$ cat src/rtl/mem_access_stage_if.sv
// Data-memory request/acknowledge bus between the MEM stage and a wait-stated data memory.
// The stage drives the request side; the memory answers with a one-cycle ack and read data.
interface mem_access_stage_if #(
    parameter int ADDR_W = 32
);
    logic              dmem_req;
    logic              dmem_we;
    logic [ADDR_W-1:0] dmem_addr;
    logic [31:0]       dmem_wdata;
    logic [31:0]       dmem_rdata;
    logic              dmem_ack;

    modport master (
        output dmem_req, dmem_we, dmem_addr, dmem_wdata,
        input  dmem_rdata, dmem_ack
    );

    modport slave (
        input  dmem_req, dmem_we, dmem_addr, dmem_wdata,
        output dmem_rdata, dmem_ack
    );
endinterface

$ cat src/rtl/mem_access_stage.sv
// MIPS MEM stage: issues data-memory accesses over a req/ack bus, stalls while one is outstanding,
// aborts on timeout or misalignment, and registers the result into the MEM/WB boundary.
module mem_access_stage #(
    parameter int TIMEOUT = 16,
    parameter int ADDR_W  = 32
) (
    input  logic                clk,
    input  logic                rst_n,
    input  logic                Mem_Read_M,
    input  logic                Mem_Write_M,
    input  logic                Mem_To_Reg_M,
    input  logic                Reg_Write_M,
    input  logic [31:0]         ALU_Result_M,
    input  logic [31:0]         Write_Data_M,
    input  logic [4:0]          Write_Reg_M,
    mem_access_stage_if.master  dmem,
    output logic                stall_M,
    output logic                bus_err,
    output logic                align_err,
    output logic [31:0]         stall_cycles,
    output logic [31:0]         Read_Data_W,
    output logic [31:0]         ALU_Result_W,
    output logic [4:0]          Write_Reg_W,
    output logic                Reg_Write_W,
    output logic                Mem_To_Reg_W
);
    localparam int CNT_W = $clog2(TIMEOUT + 1);

    typedef enum logic {IDLE, WAIT} state_t;

    state_t           state, state_nxt;
    logic [CNT_W-1:0] cnt, cnt_nxt;
    logic             access, misaligned, req, done, abort;

    function automatic logic [31:0] sat_inc(input logic [31:0] v);
        return (v == 32'hFFFF_FFFF) ? v : v + 32'd1;
    endfunction

    assign access     = Mem_Read_M | Mem_Write_M;
    assign misaligned = access & (ALU_Result_M[1:0] != 2'b00);
    // Gating with rst_n makes the request vanish the moment reset is asserted.
    assign req        = rst_n & access & ~misaligned;
    assign done       = req & dmem.dmem_ack;

    assign dmem.dmem_req   = req;
    assign dmem.dmem_we    = Mem_Write_M;
    assign dmem.dmem_addr  = {ALU_Result_M[ADDR_W-1:2], 2'b00};
    assign dmem.dmem_wdata = Write_Data_M;

    always_comb begin
        state_nxt = state;
        cnt_nxt   = cnt;
        abort     = 1'b0;
        case (state)
            IDLE: begin
                if (req && !dmem.dmem_ack) begin
                    state_nxt = WAIT;
                    cnt_nxt   = CNT_W'(1);
                end
            end
            WAIT: begin
                if (!req || dmem.dmem_ack) begin
                    state_nxt = IDLE;
                    cnt_nxt   = '0;
                end else if (cnt == CNT_W'(TIMEOUT - 1)) begin
                    abort     = 1'b1;
                    state_nxt = IDLE;
                    cnt_nxt   = '0;
                end else begin
                    cnt_nxt = cnt + CNT_W'(1);
                end
            end
            default: begin
                state_nxt = IDLE;
                cnt_nxt   = '0;
            end
        endcase
    end

    assign stall_M = req & ~dmem.dmem_ack & ~abort;

    always_ff @(posedge clk or negedge rst_n) begin
        if (!rst_n) begin
            state        <= IDLE;
            cnt          <= '0;
            stall_cycles <= '0;
        end else begin
            state <= state_nxt;
            cnt   <= cnt_nxt;
            if (stall_M) stall_cycles <= sat_inc(stall_cycles);
        end
    end

    // MEM/WB boundary: stalls and aborted/misaligned accesses become bubbles
    always_ff @(posedge clk or negedge rst_n) begin
        if (!rst_n) begin
            Read_Data_W  <= '0;
            ALU_Result_W <= '0;
            Write_Reg_W  <= '0;
            Reg_Write_W  <= 1'b0;
            Mem_To_Reg_W <= 1'b0;
            bus_err      <= 1'b0;
            align_err    <= 1'b0;
        end else begin
            if (!stall_M) begin
                ALU_Result_W <= ALU_Result_M;
                Write_Reg_W  <= Write_Reg_M;
            end
            Reg_Write_W  <= Reg_Write_M & ~stall_M & ~misaligned & ~abort;
            Mem_To_Reg_W <= Mem_To_Reg_M & ~stall_M & ~misaligned & ~abort;
            Read_Data_W  <= (done && !Mem_Write_M) ? dmem.dmem_rdata : 32'd0;
            bus_err      <= abort;
            align_err    <= misaligned;
        end
    end
endmodule

$ cat src/flat_wrapper.sv
// flat-port wrapper written by rule: the top's interface ports become plain ports
module mem_access_stage_flat 
#(
    parameter int TIMEOUT = 16,
    parameter int ADDR_W  = 32
)
  (clk, rst_n, Mem_Read_M, Mem_Write_M, Mem_To_Reg_M, Reg_Write_M, ALU_Result_M, Write_Data_M, Write_Reg_M, stall_M, bus_err, align_err, stall_cycles, Read_Data_W, ALU_Result_W, Write_Reg_W, Reg_Write_W, Mem_To_Reg_W, dmem_dmem_req, dmem_dmem_we, dmem_dmem_addr, dmem_dmem_wdata, dmem_dmem_rdata, dmem_dmem_ack);
  mem_access_stage_if #(.ADDR_W(ADDR_W)) dmem_i ();
  input  logic clk;
  input  logic rst_n;
  input  logic Mem_Read_M;
  input  logic Mem_Write_M;
  input  logic Mem_To_Reg_M;
  input  logic Reg_Write_M;
  input  logic [31:0] ALU_Result_M;
  input  logic [31:0] Write_Data_M;
  input  logic [4:0] Write_Reg_M;
  output logic stall_M;
  output logic bus_err;
  output logic align_err;
  output logic [31:0] stall_cycles;
  output logic [31:0] Read_Data_W;
  output logic [31:0] ALU_Result_W;
  output logic [4:0] Write_Reg_W;
  output logic Reg_Write_W;
  output logic Mem_To_Reg_W;
  output wire logic [$bits(dmem_i.dmem_req)-1:0] dmem_dmem_req;
  output wire logic [$bits(dmem_i.dmem_we)-1:0] dmem_dmem_we;
  output wire logic [$bits(dmem_i.dmem_addr)-1:0] dmem_dmem_addr;
  output wire logic [$bits(dmem_i.dmem_wdata)-1:0] dmem_dmem_wdata;
  input wire logic [$bits(dmem_i.dmem_rdata)-1:0] dmem_dmem_rdata;
  input wire logic [$bits(dmem_i.dmem_ack)-1:0] dmem_dmem_ack;
  assign dmem_dmem_req = dmem_i.dmem_req;
  assign dmem_dmem_we = dmem_i.dmem_we;
  assign dmem_dmem_addr = dmem_i.dmem_addr;
  assign dmem_dmem_wdata = dmem_i.dmem_wdata;
  assign dmem_i.dmem_rdata = dmem_dmem_rdata;
  assign dmem_i.dmem_ack = dmem_dmem_ack;
  mem_access_stage #(.TIMEOUT(TIMEOUT), .ADDR_W(ADDR_W)) u_core (.clk(clk), .rst_n(rst_n), .Mem_Read_M(Mem_Read_M), .Mem_Write_M(Mem_Write_M), .Mem_To_Reg_M(Mem_To_Reg_M), .Reg_Write_M(Reg_Write_M), .ALU_Result_M(ALU_Result_M), .Write_Data_M(Write_Data_M), .Write_Reg_M(Write_Reg_M), .dmem(dmem_i), .stall_M(stall_M), .bus_err(bus_err), .align_err(align_err), .stall_cycles(stall_cycles), .Read_Data_W(Read_Data_W), .ALU_Result_W(ALU_Result_W), .Write_Reg_W(Write_Reg_W), .Reg_Write_W(Reg_Write_W), .Mem_To_Reg_W(Mem_To_Reg_W));
endmodule
$ cat config.mk
export PLATFORM = sky130hd
export DESIGN_NAME = mem_access_stage_flat
export DESIGN_NICKNAME = d
export VERILOG_FILES = /design/src/rtl/mem_access_stage_if.sv /design/src/rtl/mem_access_stage.sv /design/src/flat_wrapper.sv
export SDC_FILE = /design/constraint.sdc
export NUM_CORES = 1
export LEC_CHECK = 0
export CAP_MARGIN = 25
export CORE_MARGIN = 8
export CORE_UTILIZATION = 42
export DETAILED_ROUTE_END_ITERATION = 7
export PLACE_DENSITY = 0.87
export SLEW_MARGIN = 20
export SYNTH_ARGS = -nofsm -noshare
export SYNTH_HDL_FRONTEND = slang
export SYNTH_SLANG_ARGS = --single-unit
$ cat constraint.sdc
create_clock -name clk -period 5.1 [get_ports clk]
set_input_delay 0.765 -clock clk [delete_from_list [all_inputs] [get_ports clk]]
set_output_delay 0.765 -clock clk [all_outputs]
set_load 0.02 [all_outputs]
# Word level (Yosys, flattened, before mapping)
# Index checks and enable logic that the tools add are counted.
# op_classes
add_sub_neg	2
eq_ne	3
muxes	12
bitwise	19
n_reduce_logical	8
# op_table
op	n
adder 32 x 1 -> 32 bit, second input constant	1
== test 32 bit, second input constant	1
2-to-1 mux 32 bit	1
2-to-1 mux 5 bit	3
bitwise AND 1 bit	12
one-hot mux 5 bit (2 select lines)	1
2-to-1 mux 1 bit	6
NOT 1 bit	6
adder 5 x 1 -> 5 bit, second input constant	1
== test 5 x 4 -> 1 bit, second input constant	1
logical NOT 1 bit	3
logical AND 1 bit	2
!= test 2 x 1 -> 1 bit, second input constant	1
one-hot mux 1 bit (2 select lines)	1
AND reduction 2 bit	1
nonzero test 2 bit	1
logical OR 1 bit	1
bitwise OR 1 bit	1
# totals
reg_bits	111
inputBits	108
out_inout_bits	172
wordCells	54

# Longest topological paths before layout
# Gate-level depths: netlist of the first run.
# depth
depth_word	14
ltp_mapped	7
depth_no_buf	7

# Worst setup path after synthesis of the first run
# No wires, ideal clock.
# synth_timing
kind	input-to-output
start	input dmem_dmem_ack
end	output stall_M
arrival_ps	1747
path_slack_ps	2588
stages	5
n_path_buf	2
cell_sequence	nor4b_4 o211ai_2 inv_2 buf_4 buf_4
# synth_via
elab_chain_cells	5
elab_cells_between_ends	7
classes_between	mux: 2; bitwise: 4; reduce/logical: 1
# synth_rtl
item	line	source
from (decl)	flat_wrapper.sv:32	input wire logic [$bits(dmem_i.dmem_ack)-1:0] dmem_dmem_ack;
logical OR 1 bit	mem_access_stage.sv:62	if (!req || dmem.dmem_ack) begin
2-to-1 mux 1 bit	mem_access_stage.sv:62	
2-to-1 mux 1 bit	mem_access_stage.sv:54	case (state)
NOT 1 bit	mem_access_stage.sv:80	assign stall_M = req & ~dmem.dmem_ack & ~abort;
bitwise AND 1 bit (*)	mem_access_stage.sv:80	
to (decl)	flat_wrapper.sv:18	output logic stall_M;
# Mark *: on every way between the ends. The rest lies on a longest branch, timed or not.

# Final worst setup path of the first run
# layout_timing
start	input ALU_Result_M[1]
end	output stall_M
# layout_via
elab_chain_cells	10
elab_cells_between_ends	11
classes_between	mux: 2; bitwise: 6; reduce/logical: 3
# layout_rtl
item	line	source
from (decl)	flat_wrapper.sv:15	input logic [31:0] ALU_Result_M;
nonzero test 2 bit (*)	mem_access_stage.sv:40	assign misaligned = access & (ALU_Result_M[1:0] != 2'b00);
bitwise AND 1 bit (*)	mem_access_stage.sv:40	
NOT 1 bit (*)	mem_access_stage.sv:42	assign req = rst_n & access & ~misaligned;
bitwise AND 1 bit (*)	mem_access_stage.sv:42	
logical NOT 1 bit	mem_access_stage.sv:62	
logical OR 1 bit	mem_access_stage.sv:62	
2-to-1 mux 1 bit	mem_access_stage.sv:62	
2-to-1 mux 1 bit	mem_access_stage.sv:54	
NOT 1 bit	mem_access_stage.sv:80	
bitwise AND 1 bit (*)	mem_access_stage.sv:80	
# Marked as above.

==> impl.org, run 1 <==
** Run status
- Outcome :: finished clean

** Critical path
- Sort of element at the start of the critical path :: input pin
- Cell count of the worst reg-to-reg path :: 8
- Worst path cell trace :: clkdlybuf4s50_1, nor4b_4, o211ai_2, inv_2, clkdlybuf4s50_1
- On the critical path the largest part of the delay comes from buffers and inverters.
- The critical path in this run is classified as in2out.
- Maximum fanout along the worst path :: 6
- Among all stages on the critical path, the largest delay is contributed by sky130_fd_sc_hd__clkdlybuf4s50_1.
- Longest individual stage delay on the worst path :: 0.61 ns
- The worst setup path is captured at an output port.
- The critical path contains buffers and inverters numbering 3 combined.
- Worst reg2reg setup slack :: between 2 and 3 ns
- Stages on worst setup path :: 5
- Critical path data required time :: 4.34 ns
- WP data arrival :: 2.62 ns
- Crit path top cell by count :: sky130_fd_sc_hd__clkdlybuf4s50_1

** Pwr
- Switching component of the power :: 460 uW
- Power after layout :: 1.96 mW
- Net switching is 23.5% of the power.
- VDD sags by at most 0.000182 V.
- Combinational logic burns 15.0% of the power.
- Sequential cells account for around half of the total power.
- Leakage Power :: 3.07 nW
- Ratio of total power to cell area :: 277 nW/um^2
- The clock network burns 36.5% of the power.
- Internal power comes to 1.50 mW.

** Global route
- Global routing finished with a remaining overflow of 0.
- The number of antenna violations at the first check in global routing was 0.
- The number of global-route vias before repair was 3713.
- Entering global routing, the biggest net connects 60 pins.
- Global routing used 16.1% of the available tracks across all layers.
- The first global-routing pass estimated 20.5 mm of wire.

** Placed design
- In this run the tool buffered the top-level ports with 213 buffer cells.
- After detailed placement, the total cell area comes to 6780 um^2.
- Routability-driven placement finished with a final weighted congestion of 0.815.
- Post-detail-place hpwl :: 10.0 mm
- Post-place setup slack :: 1.69 ns

** Clock tree
- In this run, post-CTS repair resized a total of 0 instances.
- Clock H-tree levels :: 3
- The clock drives 111 sinks.
- Hold repair after CTS inserted 0 buffers.
- TritonCTS clock tree :: done
- Buffers added to address setup during post-CTS repair amount to 0.
- CTS placed an instance of sky130_fd_sc_hd__clkbuf_16 at the clock tree root.
- Number of buffers inserted during clock tree synthesis :: 9
- Max Root-Sink Buffers :: 2
- CTS clock-pin slew for the worst setup and hold paths :: 0.07 ns
- The clock reaches the later pin of the worst-skew pair after 0.33 ns.

** Timing
- Between clock sinks in the finished design, the worst skew comes to 0.00406 ns.
- Pin slew with the least headroom to its limit :: between 0.7 and 0.8 ns
- Measured against its own limit, the worst slew margin works out to 50.1%.
- RSZ-0062 raised after global routing :: no
- Maximum frequency from static timing analysis :: 0.295 GHz
- Final hold viol count :: 0
- Min setup slack post-route :: 1.71 ns
- The clock period could shrink to 3.39 ns.
- Setup violations remaining at the end of the flow were counted as 0.
- Max-slew violation total from the final report :: 0
- Final worst-path cycle share :: 66.4%
- Fin Setup TNS :: 0 ns

** Synthesis
- #FFs+latches synth :: 111
- The most used flip-flop cell after synthesis is sky130_fd_sc_hd__dfrtp_1.
- Leading area contributor after synthesis :: sky130_fd_sc_hd__dfrtp_1
- Mean Syn Cell Area :: 12.4 um^2
- Post-synthesis instance area :: 4970 um^2
- The Yosys step of the flow raised 0 warnings.
- For this run, the register share of the synthesized area comes to roughly 56%.
- EDFF count, synth :: 0
- Top-area cell type share of the netlist area :: 55.8%
- sky130_fd_sc_hd__dfrtp_1 is the most common cell in the netlist.
- Number of distinct library cells after synthesis :: 43
- For this run, asynchronously set or reset flops after synthesis account for 100%.
- In the post-synthesis netlist, the biggest area contributors are sky130_fd_sc_hd__dfrtp_1, sky130_fd_sc_hd__buf_4, sky130_fd_sc_hd__and2_1.
- Synthesis handed over a netlist of 401 instances.
- Counting instances in the post-synthesis netlist gives the leading cell types as sky130_fd_sc_hd__dfrtp_1, sky130_fd_sc_hd__buf_4, sky130_fd_sc_hd__and2_1.

** Route
- After the first detailed-routing iteration, the DRC count stood at 129.
- WL final :: between 10 and 15 mm
- Vias per cell :: a little under 5
- Routed Antenna Nets :: 0
- Number of remaining DRC errors :: 0
- Detailed-router iteration count before antenna repair :: 4
- The routed layout has 3451 vias.
- DR WL/cell :: around 18 um

** Run
- The tool flagged a number of max-cap violations equal to 0.

** Finish
- The filler cells instantiated in the layout total 896.
- The repair_antennas step left the layout with diodes totalling 0.
- Relative to the synthesized area, the layout overhead comes to 42.2%.
- Area taken by multi-input logic gates :: 1640 um^2
- The finished cells cover 7080 um^2.
- Final-stage net count :: 666
- In the final layout, the share of cells above drive strength 1 is between 8 and 9%.
- Combined flip-flop and latch cell area :: 2780 um^2

** Die
- Die height :: 125 um
- Die X-Extent :: ~120 um
- After floorplanning, the core was divided into 39 placement rows.
- Area of the die :: 15600 um^2
- The initial utilization of the core area, before any placement, comes to 43.4%.
- The region available for standard cell placement spans 11500 um^2.
- For this design the top-level I/O count stands at 280.

** Hold path
- Along the worst hold path, the cell count comes to 1.
- Worst min path class :: reg2reg
[power by group through the flow]
stage	logic, mW	clock network (mW)	registers, mW
after detailed placement	0.297	0	0.965
after floorplan	0.120	0	1.00
after global placement	0.291	0	0.963
final	0.294	0.714	0.949
after CTS	0.300	0.736	0.948
after global routing	0.313	0.769	0.953
[path summary, 6_finish.rpt]
kind,start,to
hold / removal,u_core.ALU_Result_W[0],u_core.ALU_Result_W[0]
min in group asynchronous,rst_n,u_core.cnt[4]
setup reg to reg,u_core.cnt[0],u_core.stall_cycles[18]
setup / recovery,ALU_Result_M[1],stall_M
hold reg to reg,u_core.ALU_Result_W[0],u_core.ALU_Result_W[0]
max in group asynchronous,rst_n,u_core.stall_cycles[16]
[metal layers]
metal  vias to the layer above  wire, um  global-route usage [%]
met4                         0       210                    6.02
met5                         -         0                       0
li1                       1617         -                       -
met3                        22      1260                    6.81
met1                      1649      4860                    17.7
met2                       163      6290                    27.1
[per-stage QoR]
step	hold WS (ns)	util (%)	instances
3_3_place_gp	0.468	59.1	688
2_1_floorplan	0.469	-	402
5_1_grt	0.497	61.7	702
4_1_cts	0.482	61.7	702
3_5_place_dp	0.467	59.1	688
6_report	0.479	61.7	702
[registers in the layout, summed over array words and instances (netlist names)]
register             count
u_core.ALU_Result_W     32
u_core.Read_Data_W      32
u_core.stall_cycles     32
u_core.Write_Reg_W       5
u_core.cnt               5
u_core.Mem_To_Reg_W      1
u_core.Reg_Write_W       1
u_core.align_err         1
u_core.bus_err           1
u_core.state             1
[cell families after synthesis]
family	synth area share, %
XOR/XNOR	5.28
multiplexers	8.35
adder cells (fa/ha/maj)	0.503
AO/OA/AOI/OAI	3.12
AND/OR/NAND/NOR	15.6
flip-flops	55.8
other	0.0754
buffers and inverters	11.2
[placed cells by master (no fill, tap or decap), types with 3 or more instances in the layout]
master	count
sky130_fd_sc_hd__nand2_1	14
sky130_fd_sc_hd__clkbuf_16	9
sky130_fd_sc_hd__mux2_2	18
sky130_fd_sc_hd__and3_1	9
sky130_fd_sc_hd__clkinv_2	3
sky130_fd_sc_hd__o21ai_0	5
sky130_fd_sc_hd__inv_1	5
sky130_fd_sc_hd__xor2_1	6
sky130_fd_sc_hd__and2_1	34
sky130_fd_sc_hd__nor2_1	12
sky130_fd_sc_hd__xnor2_1	24
sky130_fd_sc_hd__clkdlybuf4s50_1	212
sky130_fd_sc_hd__nand3_1	14
sky130_fd_sc_hd__dfrtp_1	111
sky130_fd_sc_hd__nand4_1	17
sky130_fd_sc_hd__nor3_1	4
sky130_fd_sc_hd__and4_1	4
sky130_fd_sc_hd__buf_4	4
sky130_fd_sc_hd__mux2_1	18
[cell type report]
type	instances	share of cell area, %
Sequential cell	111	39.3
Inverter	6	0.318
Multi-Input combinational cell	212	23.2
Clock buffer	9	3.18
Clock inverter	5	1.06
Timing Repair Buffer	216	30.4
Tap cell	143	2.53
No activity file was read; power rests on OpenSTA's default activity.
==> run 2: changes to the inputs <==
--- a/config.mk
+++ b/config.mk
@@ -7,9 +7,9 @@
 export LEC_CHECK = 0
 export CAP_MARGIN = 25
 export CORE_MARGIN = 8
-export CORE_UTILIZATION = 42
+export CORE_UTILIZATION = 39
 export DETAILED_ROUTE_END_ITERATION = 7
-export PLACE_DENSITY = 0.87
+export PLACE_DENSITY = 0.81
 export SLEW_MARGIN = 20
 export SYNTH_ARGS = -nofsm -noshare
 export SYNTH_HDL_FRONTEND = slang
==> constraint.sdc (replaced) <==
create_clock -name clk -period 3.2 [get_ports clk]
set_input_delay 0.48 -clock clk [delete_from_list [all_inputs] [get_ports clk]]
set_output_delay 0.48 -clock clk [all_outputs]
set_load 0.02 [all_outputs]
==> run 2 against run 1 <==
  * Core utilization down 4.8 points
  * Combinational power is 58% higher
  * Sequential power grew 59%
  * Power is 58% higher
  * Cell area grew 0.62%
  * Global-route usage is 1.2 points lower
  * Non-clock buffer count is 1 higher
  * Clock-buffer cell count rose by 1
  * Largest power group unchanged
==> impl.org, run 2 (same netlist as run 1, synthesis figures left out) <==
** Run status
- The flow ran to the end, and the final reports show no timing, DRC or antenna violations.

** Die
- The die covers 16600 um^2.
- Pin placement for this block handled 280 I/O pins.
- Starting Density :: 39.7%
- Die X-Extent :: 129 um
- In this run the core area contains 41 standard-cell rows.
- Die height :: 129 um
- The region available for standard cell placement spans 12500 um^2.

** Global route
- Via count of the first global-routing pass :: 3702
- First-pass GRT wire length :: between 15 and 20 mm
- Number of antenna violations at the first check in global routing :: 0
- In the global route stage, overall resource usage came out at between 10% and 20%.
- For this run the aggregate overflow at the end of global routing stands at 0.
- Maximum number of pins on one net before global-route repair :: 65

** Clock tree
- At the later pin of the worst-skew pair, clock insertion delay measures roughly 0.34 ns.
- Max Root-Sink Buffers :: 2
- CTS clock-pin slew for the worst setup and hold paths :: 0.07 ns
- TritonCTS Sinks :: between 100 and 150
- Post-CTS setup buffers :: 0
- Quantity of gates resized following cts :: 0
- TritonCTS built the clock tree.
- Root buffer cell :: sky130_fd_sc_hd__clkbuf_16
- Number of buffers inserted for hold repair after clock tree synthesis :: 0
- The H-tree was split into 3 levels.
- Buffers inserted during clock tree synthesis total 9.

** Run
- Max-cap violations in this run came to 0.

** Critical path
- The worst register-to-register path ends at u_core.stall_cycles[18].
- Setup slack on the worst reg-to-reg path comes out at between 0.8 and 0.9 ns.
- STA classifies the critical path startpoint as an input pin.
- Crit-path slowest cell :: sky130_fd_sc_hd__clkdlybuf4s50_1
- Crit path top cell by count :: sky130_fd_sc_hd__clkdlybuf4s50_1
- At the worst endpoint, the arrival time is 2.20 ns.
- At the worst endpoint, the required time is 2.72 ns.
- In this run the critical register-to-register path is launched from u_core.cnt[0].
- The worst setup path is captured at an output port.
- Cell count of the worst reg-to-reg path :: 8
- In this run the worst setup path begins at ALU_Result_M[1].
- In this run the worst setup path terminates at stall_M.
- Longest individual stage delay on the worst path :: around 0.6 ns
- Grouping stages by cell kind, the critical path spends the most delay in buffers and inverters.
- Worst setup path class :: in2out
- The signal on the critical path passes through clkdlybuf4s50_1, nor4b_4, o211ai_2, inv_2, clkdlybuf4s50_1.
- In this run the number of cells on the critical path is 5.
- In this run the worst path has a maximum fanout of 5.
- Buffering stage count on the worst path with inverters included :: 3

** Timing
- The final max-slew violation count came to 0.
- At the pin with the least slew margin, the transition time is ~0.80 ns.
- Final hold viol count :: 0
- For the final routed database, the setup TNS stands at 0 ns.
- For the final database, setup skew stands at roughly 0.0039 ns.
- Shortest clock period the worst path allows after layout :: 2.68 ns
- Setup violations remaining at the end of the flow were counted as 0.
- Setup repair after global routing left no endpoint under its margin.
- Static timing analysis puts the maximum clock frequency at 0.373 GHz.
- Final worst-path cycle share :: 83.8%
- Measured against its own limit, the worst slew margin works out to between 40% and 50%.
- Across all setup checks in the final design, the least slack found is slightly above 0.5 ns.

** Finish
- Diode insertion count for antenna repair :: 0
- Leaving out fill and tap cells, the most frequent cell in the layout is sky130_fd_sc_hd__clkdlybuf4s50_1.
- In the final design database the tool counted 667 nets.
- In the final layout, the share of cells above drive strength 1 is 8.90%.
- Post-route cell area :: 7120 um^2
- The largest registers in the layout are u_core.ALU_Result_W (32), u_core.Read_Data_W (32), u_core.stall_cycles (32).
- Commonest cells after routing, fill and taps aside :: sky130_fd_sc_hd__clkdlybuf4s50_1, sky130_fd_sc_hd__dfrtp_1, sky130_fd_sc_hd__and2_1, sky130_fd_sc_hd__xnor2_1
- Area added between synthesis and finish :: 43.1%

** Route
- Violation count after the first detailed-route iteration :: about 190
- In the routed design, unresolved DRC markers number 0.
- Summed over all layers, the routed wires come to roughly 12 mm.
- Vias per cell :: 4.73
- Routed vias :: 3470
- After detailed routing, the average wire length per cell comes to around 17 um.
- Before antenna repair, the detailed router went through 4 iterations.
- In this run the remaining antenna-violating nets after routing total 0.

** Pwr
- Cell-internal power :: 2.32 mW
- Summed over all cells, the static leakage comes to 3.06 nW.
- Worst VDD drop :: 0.000229 V
- Registers are responsible for 49.0% of the overall power.
- Power after layout :: 3.09 mW
- Combinational logic burns 15.0% of the power.
- Switching component of the power :: 762 uW
- Clock network fraction of total power :: 36.0%
- Net switching is 24.7% of the power.
- Ratio of total power to cell area :: 433 nW/um^2

** Placed design
- Prior to clock tree synthesis, the placed netlist has a worst setup slack of between 0.3 and 0.4 ns.
- Post-detail-place hpwl :: about 10 mm
- Cell area reported after detailed placement :: 6820 um^2
- The count of buffers added on input and output ports is 213.
- The congestion estimate from routability-driven global placement came to 0.821.

** Hold path
- The worst hold path belongs to the class in2async.
==> run 2: cell count changes in the layout (fill, tap and decap cells not counted), sizes merged <==
| cell | previous run | this run |
|---|---|---|
| bufinv | 2 | 1 |
| buf | 4 | 5 |
| clkbuf | 9 | 10 |
| clkinvlp | 0 | 2 |
==> run 2: layer usage <==
| layer | global-route usage [%] | wire length, um | vias up | part of all wire [%] |
|---|---|---|---|---|
| met1 | 15.6 | 4500 | 1682 | 36 |
| met5 | 0 | 0 | - | 0 |
| met2 | 25.3 | 6210 | 147 | 50 |
| li1 | - | - | 1624 | - |
| met4 | 6.01 | 221 | 0 | 1.8 |
| met3 | 7.32 | 1520 | 17 | 12 |
==> run 2: through the flow <==
stage               hold slack, ns  utilization, %  std cells
floorplan                    0.184               -        402
finish                       0.285            56.9        734
CTS                          0.314            56.9        734
global route                 0.332            56.9        734
global placement             0.469            54.5        718
detailed placement           0.465            54.5        718
==> run 2: worst min path at each step <==
| stage | startpoint | endpoint | slack [ns] | cells after the start |
|---|---|---|---|---|
| 5_1_grt | rst_n | u_core.cnt[4] | 0.33 | 2 |
| 4_1_cts | rst_n | u_core.cnt[4] | 0.31 | 2 |
| 6_report | rst_n | u_core.cnt[4] | 0.29 | 2 |
| 3_3_place_gp | u_core.ALU_Result_W[0] | u_core.ALU_Result_W[0] | 0.47 | 1 |
| 3_5_place_dp | u_core.ALU_Result_W[0] | u_core.ALU_Result_W[0] | 0.47 | 1 |
| 2_1_floorplan | rst_n | u_core.ALU_Result_W[0] | 0.18 | 0 |
==> run 2: power groups by stage <==
stage | sequential, mW | clock, mW | combinational [mW]
final | 1.51 | 1.11 | 0.464
after global routing | 1.52 | 1.21 | 0.499
after CTS | 1.51 | 1.15 | 0.474
after detailed placement | 1.54 | 0 | 0.472
after global placement | 1.54 | 0 | 0.463
after floorplan | 1.60 | 0 | 0.191
==> run 2: cell type report <==
type / instances / area (um^2)
Inverter: 6 / 22.5
Multi-Input combinational cell: 212 / 1640
Timing Repair Buffer: 217 / 2160
Clock inverter: 6 / 71.3
Fill cell: 1048 / 5400
Tap cell: 172 / 215
Clock buffer: 10 / 229
Sequential cell: 111 / 2780
==> run 3: changes to the inputs <==
==> constraint.sdc (replaced) <==
create_clock -name clk -period 2.7 [get_ports clk]
set_input_delay 0.405 -clock clk [delete_from_list [all_inputs] [get_ports clk]]
set_output_delay 0.405 -clock clk [all_outputs]
set_load 0.02 [all_outputs]
==> run 3 against run 2 <==
  * Clock skew is 0.00088 ns higher
  * Die area stayed put
  * Combinational power increased by 20%
  * Critical path depth unchanged
  * First-iteration DRC count is 3.6% lower
  * Core utilization stayed put
  * Critical endpoint unchanged
  * Largest power group unchanged
  * Highest routed layer unchanged
==> impl.org, run 3 (same netlist as run 1, synthesis figures left out) <==
** Critical path
- Buffering stage count on the worst path with inverters included :: 3
- Longest individual stage delay on the worst path :: around 0.61 ns
- Sort of element at the start of the critical path :: input pin
- The setup check on the worst reg-to-reg path leaves a slack of 0.62 ns.
- The critical path runs through a total of 5 cells.
- CP endpoint kind :: output port
- The critical path in this run is classified as in2out.
- Crit Reg-Reg Startpoint :: u_core.cnt[0]
- On the critical path, the stage with the largest delay is an instance of sky130_fd_sc_hd__clkdlybuf4s50_1.
- Crit path capture :: stall_M
- The endpoint identified for the worst register-to-register timing path is u_core.stall_cycles[1].
- The critical path goes through clkdlybuf4s50_1, nor4b_4, o211ai_2, inv_2, clkdlybuf4s50_1.
- Cell count of the worst reg-to-reg path :: 6
- At the worst endpoint, the required time is approximately 2.3 ns.
- Crit path top cell by count :: sky130_fd_sc_hd__clkdlybuf4s50_1
- Timing startpoint of the critical path :: ALU_Result_M[1]
- On the critical path the largest part of the delay comes from buffers and inverters.
- At the worst endpoint, the arrival time is 2.16 ns.
- Along the worst path, the maximum fanout reaches 5.

** Timing
- Final worst-path cycle share :: between 90% and 100%
- Worst slew margin relative to its limit :: 48.7%
- Max-slew violation total from the final report :: 0
- Fin Setup TNS :: 0 ns
- The final number of hold-violating endpoints is 0.
- Setup violations remaining at the end of the flow were counted as 0.
- Shortest clock period the worst path allows after layout :: between 2 and 3 ns
- Maximum frequency from static timing analysis :: 0.390 GHz
- Pin slew with the least headroom to its limit :: roughly 0.77 ns
- Worst-case clock skew :: 0.00473 ns
- Setup repair after global routing left no endpoint under its margin.

** Die
- Area of the die :: 16600 um^2
- Die height :: about 130 um
- Placeable core area :: 12500 um^2
- Ports :: 280
- In this run the horizontal extent of the chip is 129 um.
- The initial utilization of the core area, before any placement, comes to 39.7%.
- Standard-cell row count :: 41

** Finish
- The library cell used most frequently in the layout, excluding fill and tap cells, is sky130_fd_sc_hd__clkdlybuf4s50_1.
- Largest regs :: u_core.ALU_Result_W (32), u_core.Read_Data_W (32), u_core.stall_cycles (32)
- The finished layout holds 735 standard cells, fillers aside.
- In the layout the commonest cells are sky130_fd_sc_hd__clkdlybuf4s50_1, sky130_fd_sc_hd__dfrtp_1, sky130_fd_sc_hd__and2_1, sky130_fd_sc_hd__xnor2_1.
- 0 antenna diodes ended up in the layout.
- From synthesis to final layout, the design area changed by 43.1%.
- The final layout contains 668 nets.
- Share of cells above drive strength 1 :: 9.24%

** Run
- # Max-Cap Violations :: 0

** Pwr
- Of the total power, the share spent switching nets is 25.9%.
- For this design the total switching power over the nets is 931 uW.
- Of the total power, combinational logic draws between 10% and 20%.
- Registers are responsible for between 40 and 50% of the overall power.
- Power after layout :: 3.60 mW
- For this design the ratio of total power to cell area is 505 nW/um^2.
- Leakage Power :: between 3 and 4 nW
- Worst VDD drop :: roughly 0.00023 V
- Cell-internal power :: 2.67 mW
- Clock network fraction of total power :: 34.7%

** Clock tree
- After clock tree synthesis, the repair step resized 0 gates.
- TritonCTS Sinks :: 111
- Root buffer cell :: sky130_fd_sc_hd__clkbuf_16
- The H-tree was split into 3 levels.
- Clock-pin slew was measured on the worst setup and hold paths at ~0.070 ns.
- At the later pin of the worst-skew pair, clock insertion delay measures 0.34 ns.
- Number of buffers inserted for hold repair after clock tree synthesis :: 0
- Number of buffers inserted during clock tree synthesis :: 9
- Buffers added to address setup during post-CTS repair amount to 0.
- TritonCTS clock tree :: done
- Max Root-Sink Buffers :: 2

** Route
- After the first detailed-routing iteration, the DRC count stood at 185.
- Vias per cell :: 4.69
- For this run, design rule violations remaining after detail routing come to 0.
- Routed vias :: 3448
- DR WL/cell :: roughly 17 um
- The count of nets left with antenna violations once routing finished came out at 0.
- The first detailed-routing pass took 4 iterations.
- The final layout contains routed wiring with a total length of 12.8 mm.

** Global route
- Via count of the first global-routing pass :: 3669
- The total overflow left after global routing is 0.
- Entering global routing, the biggest net connects 51 pins.
- Across every metal layer, demand over resource in global routing totals 15.5%.
- First-pass GRT wire length :: 20.1 mm
- Number of antenna violations at the first check in global routing :: 0

** Hold path
- Worst min path class :: in2async

** Placed design
- Port buffering added around 210 buffers.
- Detailed placement finished with a half-perimeter wire length of just over 10 mm.
- The number of placed instances, taps included, is 719.
- Gp weighted congestion :: 0.827

** Run status
- Outcome :: finished clean
run 3: cell types whose count changed in the layout (fill, tap and decap cells not counted):
cell                        previous run  this run
sky130_fd_sc_hd__buf_12                0         1
sky130_fd_sc_hd__bufinv_16             1         0
sky130_fd_sc_hd__clkbuf_1              1         0
sky130_fd_sc_hd__clkinv_2              0         1
sky130_fd_sc_hd__clkinv_4              3         0
sky130_fd_sc_hd__inv_6                 0         4
run 3: worst min-delay path by stage:
stage | from | end | slack [ns]
after detailed placement | rst_n | u_core.ALU_Result_W[6] | 0.44
after global routing | rst_n | u_core.ALU_Result_W[6] | 0.07
after CTS | rst_n | u_core.Read_Data_W[23] | 0.06
after floorplan | rst_n | u_core.ALU_Result_W[0] | 0.11
after global placement | rst_n | u_core.ALU_Result_W[6] | 0.44
final | rst_n | u_core.ALU_Result_W[6] | 0.06
run 3: layout make-up:
cell class	count	area, um^2
fill	1097	5400
sequential	111	2780
timing repair buffer	218	2180
multi-input combinational	212	1640
clock buffer	9	225
tap	172	215
clock inverter	7	55.1
inverter	6	22.5
run 3: per-layer routing:
layer	vias to the layer above	global-route usage (%)	share of wire (%)
met5	-	0	0
met1	1675	16.2	37
met2	146	26.3	50
li1	1614	-	-
met4	0	6.15	1.5
met3	13	7.61	12
run 3: power groups by stage:
stage | clock network [mW] | registers [mW] | logic, mW
final | 1.25 | 1.79 | 0.555
after global routing | 1.37 | 1.81 | 0.597
after CTS | 1.31 | 1.79 | 0.566
after detailed placement | 0 | 1.83 | 0.564
after global placement | 0 | 1.82 | 0.553
after floorplan | 0 | 1.90 | 0.227
run 3: through the flow:
stage          area (um^2)  hold slack, ns  worst slack (ns)  util [%]
4_1_cts               7120          0.0574             0.136      56.9
3_5_place_dp          6840           0.444             0.138      54.6
3_3_place_gp          6840           0.440             0.178      54.6
2_1_floorplan         4980           0.109             0.797         -
5_1_grt               7120          0.0682            0.0563      56.9
6_report              7120          0.0622             0.135      56.9
